## config.mk

```make
export PLATFORM = sky130hd
export DESIGN_NAME = wb_rr_arbiter
export DESIGN_NICKNAME = d
export VERILOG_FILES = /design/src/rtl/wb_rr_arbiter_pkg.sv /design/src/rtl/wb_rr_arbiter_watchdog.sv /design/src/rtl/wb_rr_arbiter.sv
export SDC_FILE = /design/constraint.sdc
export NUM_CORES = 1
export LEC_CHECK = 0
export BUFFER_PORTS_ARGS = -buffer_cell sky130_fd_sc_hd__buf_2
export CAP_MARGIN = 20
export CORE_MARGIN = 3
export CORE_UTILIZATION = 25
export CTS_CLUSTER_SIZE = 16
export DETAILED_ROUTE_END_ITERATION = 6
export PLACE_DENSITY = 0.69
export SYNTH_ARGS = -nofsm -noshare
export SYNTH_HDL_FRONTEND = slang
export SYNTH_HIERARCHICAL = 1
export SYNTH_SLANG_ARGS = --single-unit
```

## constraint.sdc

```tcl
create_clock -name i_clk -period 3.66 [get_ports i_clk]
set_input_delay 0.366 -clock i_clk [delete_from_list [all_inputs] [get_ports i_clk]]
set_output_delay 0.366 -clock i_clk [all_outputs]
set_load 0.01 [all_outputs]
```

## src/rtl/wb_rr_arbiter_pkg.sv

```systemverilog
// Shared types and helpers for the two-master wishbone round-robin arbiter.
// Bus widths normally come from the SoC-wide config defines; the fallbacks
// below only apply when this slice is compiled without that shared file.
`ifndef WB_ADDR_W
`define WB_ADDR_W 24
`endif
`ifndef WB_DATA_W
`define WB_DATA_W 16
`endif
`ifndef WB_SEL_BITS
`define WB_SEL_BITS 2
`endif

package wb_rr_arbiter_pkg;

    typedef enum logic [1:0] {
        ST_IDLE = 2'd0,
        ST_OWN0 = 2'd1,
        ST_OWN1 = 2'd2
    } arb_state_t;

    // Round-robin pointer encoding: which master wins the next contention.
    localparam logic RR_M0 = 1'b0;
    localparam logic RR_M1 = 1'b1;

    // One-hot owner vector for a given arbiter state (2'b00 when idle).
    function automatic logic [1:0] grant_of(arb_state_t st);
        logic [1:0] g;
        case (st)
            ST_OWN0: g = 2'b01;
            ST_OWN1: g = 2'b10;
            default: g = 2'b00;
        endcase
        return g;
    endfunction

endpackage

```

## src/rtl/wb_rr_arbiter_watchdog.sv

```systemverilog
// Bus watchdog: counts stalled strobe cycles of the current owner and
// raises a one-cycle fire in the TIMEOUT_CYC-th stalled cycle.
module wb_watchdog #(
    parameter int TIMEOUT_CYC = 64,
    parameter int CNT_W       = $clog2(TIMEOUT_CYC + 1)
) (
    input  logic i_clk,
    input  logic i_rst_n,
    input  logic i_active,   // a master currently owns the bus
    input  logic i_clear,    // owner changes at the coming edge
    input  logic i_stb,      // owner strobe (before masking)
    input  logic i_ack,      // slave ack
    input  logic i_err,      // slave err
    output logic o_fire
);

    localparam logic [CNT_W-1:0] LAST_CNT = CNT_W'(TIMEOUT_CYC - 1);

    logic [CNT_W-1:0] cnt_q;
    logic [CNT_W-1:0] cnt_d;
    logic             fire_s;

    // Fire compare and next counter value; any response, idle strobe,
    // owner change or the fire itself restarts the count.
    always_comb begin
        fire_s = i_active & (cnt_q == LAST_CNT) & i_stb & ~i_ack & ~i_err;
        cnt_d  = cnt_q;
        if (!i_active || i_clear || !i_stb || i_ack || i_err || fire_s) begin
            cnt_d = '0;
        end else begin
            cnt_d = cnt_q + CNT_W'(1);
        end
    end

    // Stall counter register.
    always_ff @(posedge i_clk or negedge i_rst_n) begin
        if (!i_rst_n) begin
            cnt_q <= '0;
        end else begin
            cnt_q <= cnt_d;
        end
    end

    assign o_fire = fire_s;

endmodule

```

## src/rtl/wb_rr_arbiter.sv

```systemverilog
// Two-master round-robin wishbone arbiter. Grant is held for a whole cyc,
// the round-robin pointer flips on every release, and the watchdog
// terminates hung strobes with err towards the owner.
module wb_rr_arbiter
    import wb_rr_arbiter_pkg::*;
#(
    parameter int TIMEOUT_CYC = 64,
    parameter int CNT_W       = $clog2(TIMEOUT_CYC + 1)
) (
    input  logic                      i_clk,
    input  logic                      i_rst_n,
    input  logic                      m0_wb_cyc,
    input  logic                      m0_wb_stb,
    input  logic                      m0_wb_we,
    input  logic [`WB_ADDR_W-1:0]     m0_wb_adr,
    input  logic [`WB_SEL_BITS-1:0]   m0_wb_sel,
    input  logic [`WB_DATA_W-1:0]     m0_wb_i_dat,
    output logic [`WB_DATA_W-1:0]     m0_wb_o_dat,
    output logic                      m0_wb_ack,
    output logic                      m0_wb_err,
    input  logic                      m1_wb_cyc,
    input  logic                      m1_wb_stb,
    input  logic                      m1_wb_we,
    input  logic [`WB_ADDR_W-1:0]     m1_wb_adr,
    input  logic [`WB_SEL_BITS-1:0]   m1_wb_sel,
    input  logic [`WB_DATA_W-1:0]     m1_wb_i_dat,
    output logic [`WB_DATA_W-1:0]     m1_wb_o_dat,
    output logic                      m1_wb_ack,
    output logic                      m1_wb_err,
    output logic                      s_wb_cyc,
    output logic                      s_wb_stb,
    output logic                      s_wb_we,
    output logic [`WB_ADDR_W-1:0]     s_wb_adr,
    output logic [`WB_SEL_BITS-1:0]   s_wb_sel,
    output logic [`WB_DATA_W-1:0]     s_wb_o_dat,
    input  logic [`WB_DATA_W-1:0]     s_wb_i_dat,
    input  logic                      s_wb_ack,
    input  logic                      s_wb_err,
    output logic [1:0]                o_grant,
    output logic                      o_timeout
);

    arb_state_t state_q, state_d;
    logic       rr_q, rr_d;
    logic       own_active_s;
    logic       own_stb_s;
    logic       owner_change_s;
    logic       wdt_fire_s;

    // Next owner: pointer breaks ties in IDLE; on release hand straight
    // over to the other master if it is already requesting.
    always_comb begin
        state_d = state_q;
        rr_d    = rr_q;
        case (state_q)
            ST_IDLE: begin
                if (m0_wb_cyc && m1_wb_cyc) begin
                    state_d = (rr_q == RR_M1) ? ST_OWN1 : ST_OWN0;
                end else if (m0_wb_cyc) begin
                    state_d = ST_OWN0;
                end else if (m1_wb_cyc) begin
                    state_d = ST_OWN1;
                end else begin
                    state_d = ST_IDLE;
                end
            end
            ST_OWN0: begin
                if (!m0_wb_cyc) begin
                    rr_d    = RR_M1;
                    state_d = m1_wb_cyc ? ST_OWN1 : ST_IDLE;
                end else begin
                    state_d = ST_OWN0;
                end
            end
            ST_OWN1: begin
                if (!m1_wb_cyc) begin
                    rr_d    = RR_M0;
                    state_d = m0_wb_cyc ? ST_OWN0 : ST_IDLE;
                end else begin
                    state_d = ST_OWN1;
                end
            end
            default: begin
                state_d = ST_IDLE;
                rr_d    = RR_M0;
            end
        endcase
    end

    // Owner state and round-robin pointer.
    always_ff @(posedge i_clk or negedge i_rst_n) begin
        if (!i_rst_n) begin
            state_q <= ST_IDLE;
            rr_q    <= RR_M0;
        end else begin
            state_q <= state_d;
            rr_q    <= rr_d;
        end
    end

    // Owner strobe seen by the watchdog (kept apart from the output mux so
    // the masked strobe never loops back into the fire compare).
    always_comb begin
        own_active_s   = 1'b0;
        own_stb_s      = 1'b0;
        owner_change_s = (state_d != state_q);
        case (state_q)
            ST_OWN0: begin
                own_active_s = 1'b1;
                own_stb_s    = m0_wb_stb;
            end
            ST_OWN1: begin
                own_active_s = 1'b1;
                own_stb_s    = m1_wb_stb;
            end
            default: begin
                own_active_s = 1'b0;
                own_stb_s    = 1'b0;
            end
        endcase
    end

    wb_watchdog #(
        .TIMEOUT_CYC (TIMEOUT_CYC),
        .CNT_W       (CNT_W)
    ) u_wdt (
        .i_clk    (i_clk),
        .i_rst_n  (i_rst_n),
        .i_active (own_active_s),
        .i_clear  (owner_change_s),
        .i_stb    (own_stb_s),
        .i_ack    (s_wb_ack),
        .i_err    (s_wb_err),
        .o_fire   (wdt_fire_s)
    );

    // Request path to the slave and response path back to the owner only.
    always_comb begin
        s_wb_cyc    = 1'b0;
        s_wb_stb    = 1'b0;
        s_wb_we     = 1'b0;
        s_wb_adr    = '0;
        s_wb_sel    = '0;
        s_wb_o_dat  = '0;
        m0_wb_o_dat = '0;
        m0_wb_ack   = 1'b0;
        m0_wb_err   = 1'b0;
        m1_wb_o_dat = '0;
        m1_wb_ack   = 1'b0;
        m1_wb_err   = 1'b0;
        o_timeout   = 1'b0;
        case (state_q)
            ST_OWN0: begin
                s_wb_cyc    = m0_wb_cyc;
                s_wb_stb    = m0_wb_stb & ~wdt_fire_s;
                s_wb_we     = m0_wb_we;
                s_wb_adr    = m0_wb_adr;
                s_wb_sel    = m0_wb_sel;
                s_wb_o_dat  = m0_wb_i_dat;
                m0_wb_o_dat = s_wb_i_dat;
                m0_wb_ack   = s_wb_ack;
                m0_wb_err   = s_wb_err | wdt_fire_s;
                o_timeout   = wdt_fire_s;
            end
            ST_OWN1: begin
                s_wb_cyc    = m1_wb_cyc;
                s_wb_stb    = m1_wb_stb & ~wdt_fire_s;
                s_wb_we     = m1_wb_we;
                s_wb_adr    = m1_wb_adr;
                s_wb_sel    = m1_wb_sel;
                s_wb_o_dat  = m1_wb_i_dat;
                m1_wb_o_dat = s_wb_i_dat;
                m1_wb_ack   = s_wb_ack;
                m1_wb_err   = s_wb_err | wdt_fire_s;
                o_timeout   = wdt_fire_s;
            end
            default: begin
                o_timeout = 1'b0;
            end
        endcase
    end

    assign o_grant = grant_of(state_q);

endmodule
```

==> flow_summary.json <==
{
  "status": "completed",
  "ys_ff_latch": 10,
  "ys_warn_count": 6,
  "yosysTopAreaCell": "a22oi_1",
  "maxCapViolCount": 0,
  "design_area_um2": 2670,
  "dp_cells": 462,
  "crit_path_max_fanout": 28,
  "final_net_count": 510,
  "clk_latency_ns": 0.23,
  "critPathKind": "flop to output pin",
  "viasPerCell": 4.78,
  "cts_resized": 0,
  "critical_path.max_stage_delay_ns": 0.53,
  "crit_start": "state_q[1]",
  "place_area_um2": 2600,
  "cp_top_family": "simple AND/OR/NAND/NOR gates",
  "start_util_pct": 26.3,
  "drv_slew": 0,
  "slowest_stage": "nor3_1",
  "core_area_um2": 6060,
  "io_pins": 194,
  "post-place-ws_ns": 0.832,
  "grt_pass1_wl_um": 9120,
  "fin_crit_ns": 3.07,
  "reg2reg_from": "state_q[1]",
  "die-width_um": 85.9,
  "clock_skew_ns": 0.00190,
  "n_antenna_cell": 0,
  "ys_seq_area_share_pct": 15.7,
  "grt_start_max_net_pins": 63,
  "power_density_nw_per_um2": 657,
  "yosysTopAreaCellShare_pct": 21.2,
  "crit_path_cell_trace": "inv_1 -> ha_2 -> a22oi_1 -> nor2b_1 -> nand4bb_4 -> nor3_1 -> o21a_1 -> buf_2",
  "yosysUniqueCellTypes": 37,
  "crit_buf_inv": 2,
  "cp.depth": 8,
  "grt-ovfl-total": 0,
  "synthCells": 210,
  "cp.required_ns": 3.29,
  "final_layout_size_suffix_gt1_share_pct": 53.1,
  "r2r_slack_ns": 1.25,
  "ant_nets": 0,
  "syn2layout_area_growth_pct": 67.2,
  "final_hold_viol_count": 0,
  "synth.cells.most_frequent": "a22oi_1 (45), nor2b_1 (45), and2_1 (35)",
  "critPathLaunchType": "flop",
  "setup_tns_ns": 0,
  "dpl.hpwl_um": 5120,
  "num_vias": 2234,
  "synthTopCellsByArea": "a22oi_1 (21%), nor2b_1 (18%), dfrtp_1 (16%), and2_1 (14%), ha_1 (5.5%)",
  "rows": 28,
  "synth_area_um2": 1590,
  "setup_ws_ns": 0.592,
  "cts_root_buf": "clkbuf_8",
  "fin_cells": 467,
  "die_area_um2": 7370,
  "period_share_pct": 83.8,
  "drt_wl_total_um": 6430,
  "p_leak_nw": 1.46,
  "wl_per_cell_um": 13.8,
  "synthFlopType": "dfrtp_1",
  "arrival_ns": 2.70,
  "max_freq_ghz": 0.326,
  "setup_violations": 0,
  "drtPass1Iterations": 4,
  "cts_setup_buffers": 0,
  "cts_hold_buf": 1,
  "min_path_type": "flop to flop",
  "place_congestion": 0.727,
  "synthArstFlopShare_pct": 100,
  "rsz0062_at_grt": "no",
  "clockBufferDepth": 2,
  "cts_buffers": 3,
  "syn_avg_cell_area_um2": 7.59,
  "fp.dieH_um": 85.9,
  "timing.slew.headroom_pct": 56.3,
  "syn-num-nets": 327,
  "endpoint": "m1_wb_err",
  "drc": 0,
  "peakVddDrop_uv": 280,
  "grt_pass1_vias": 1950,
  "cp-end-kind": "output pin",
  "synth_edf_count": 0,
  "port_buffers": 193,
  "worst_pin_slew_ns": 0.650,
  "post-route-util_pct": 44.0,
  "htree_levels": 1,
  "r2r_end": "u_wdt/cnt_q[3]",
  "cts_sinks": 10,
  "ff2ff_path_depth": 9,
  "cts_tree": "done",
  "drt-initial-drc-count": 79,
  "grt_antenna_before_repair": 0,
  "clk_pin_slew_worst_paths_ns": 0.05,
  "grt_usage_pct": 15.0
}
layout by cell type, fill, tap and decap left out, types with 2 or more instances in the layout:
master    count
buf_2       193
a22oi_1      45
nor2b_1      45
and2_1       35
nor2_1       11
dfrtp_1      10
ha_1          5
clkbuf_8      4
inv_1         3
xnor2_1       3
nor3_1        3
buf_4         3
a21oi_1       2
o21a_1        2
ha_2          2
and3_1        2
nand3_1       2
worst min path at each step:
stage                           endpoint  depth (start not counted)            from  slack (ns)
final                     u_wdt/cnt_q[0]                          1  u_wdt/cnt_q[0]        0.47
after global routing      u_wdt/cnt_q[0]                          1  u_wdt/cnt_q[0]        0.48
after CTS                     state_q[1]                          3       m1_wb_cyc        0.46
after detailed placement  u_wdt/cnt_q[0]                          1         i_rst_n        0.24
after global placement    u_wdt/cnt_q[0]                          1         i_rst_n        0.24
after floorplan                     rr_q                          0         i_rst_n        0.07
through the flow:
step,power [W],hold slack [ns]
after floorplan,0.00116,0.0704
after global placement,0.00160,0.236
after global routing,0.00191,0.485
after CTS,0.00177,0.457
after detailed placement,0.00163,0.238
final,0.00175,0.469
layer usage:
| metal | global-route usage (%) | up-vias | share of wire (%) |
|---|---|---|---|
| li1 | - | 1103 | - |
| met1 | 18.4 | 1007 | 40 |
| met2 | 27.3 | 118 | 51 |
| met3 | 1.92 | 6 | 8.1 |
| met4 | 3.88 | 0 | 1.0 |
| met5 | 0 | - | 0 |
flip-flops by register name (all words and copies together), names as in the netlist:
signal       count
state_q          2
u_wdt/cnt_q      7
rr_q             1
power breakdown:
part / switching [W] / total [W] / internal (W) / leakage, nW
clock network: 0.0000435 / 0.000138 / 0.0000946 / 0.0288
registers: 0.0000184 / 0.000145 / 0.000127 / 0.136
logic: 0.000811 / 0.00147 / 0.000658 / 1.30
cell families after synthesis:
family | count (synthesis) | share of synthesized area [%]
AO/OA/AOI/OAI | 58 | 28.1
adder cells (fa/ha/maj) | 7 | 5.49
XOR/XNOR | 4 | 2.20
AND/OR/NAND/NOR | 108 | 42.1
buffers and inverters | 22 | 5.81
flip-flops | 10 | 15.7
multiplexers | 1 | 0.628
cell type report:
cell class / instances / area (um^2)
tap: 75 / 93.8
clock buffer: 4 / 55.1
inverter: 3 / 11.3
fill: 611 / 3400
sequential: 10 / 250
timing repair buffer: 197 / 998
multi-input combinational: 178 / 1260
Power figures use the tool's default switching activity.
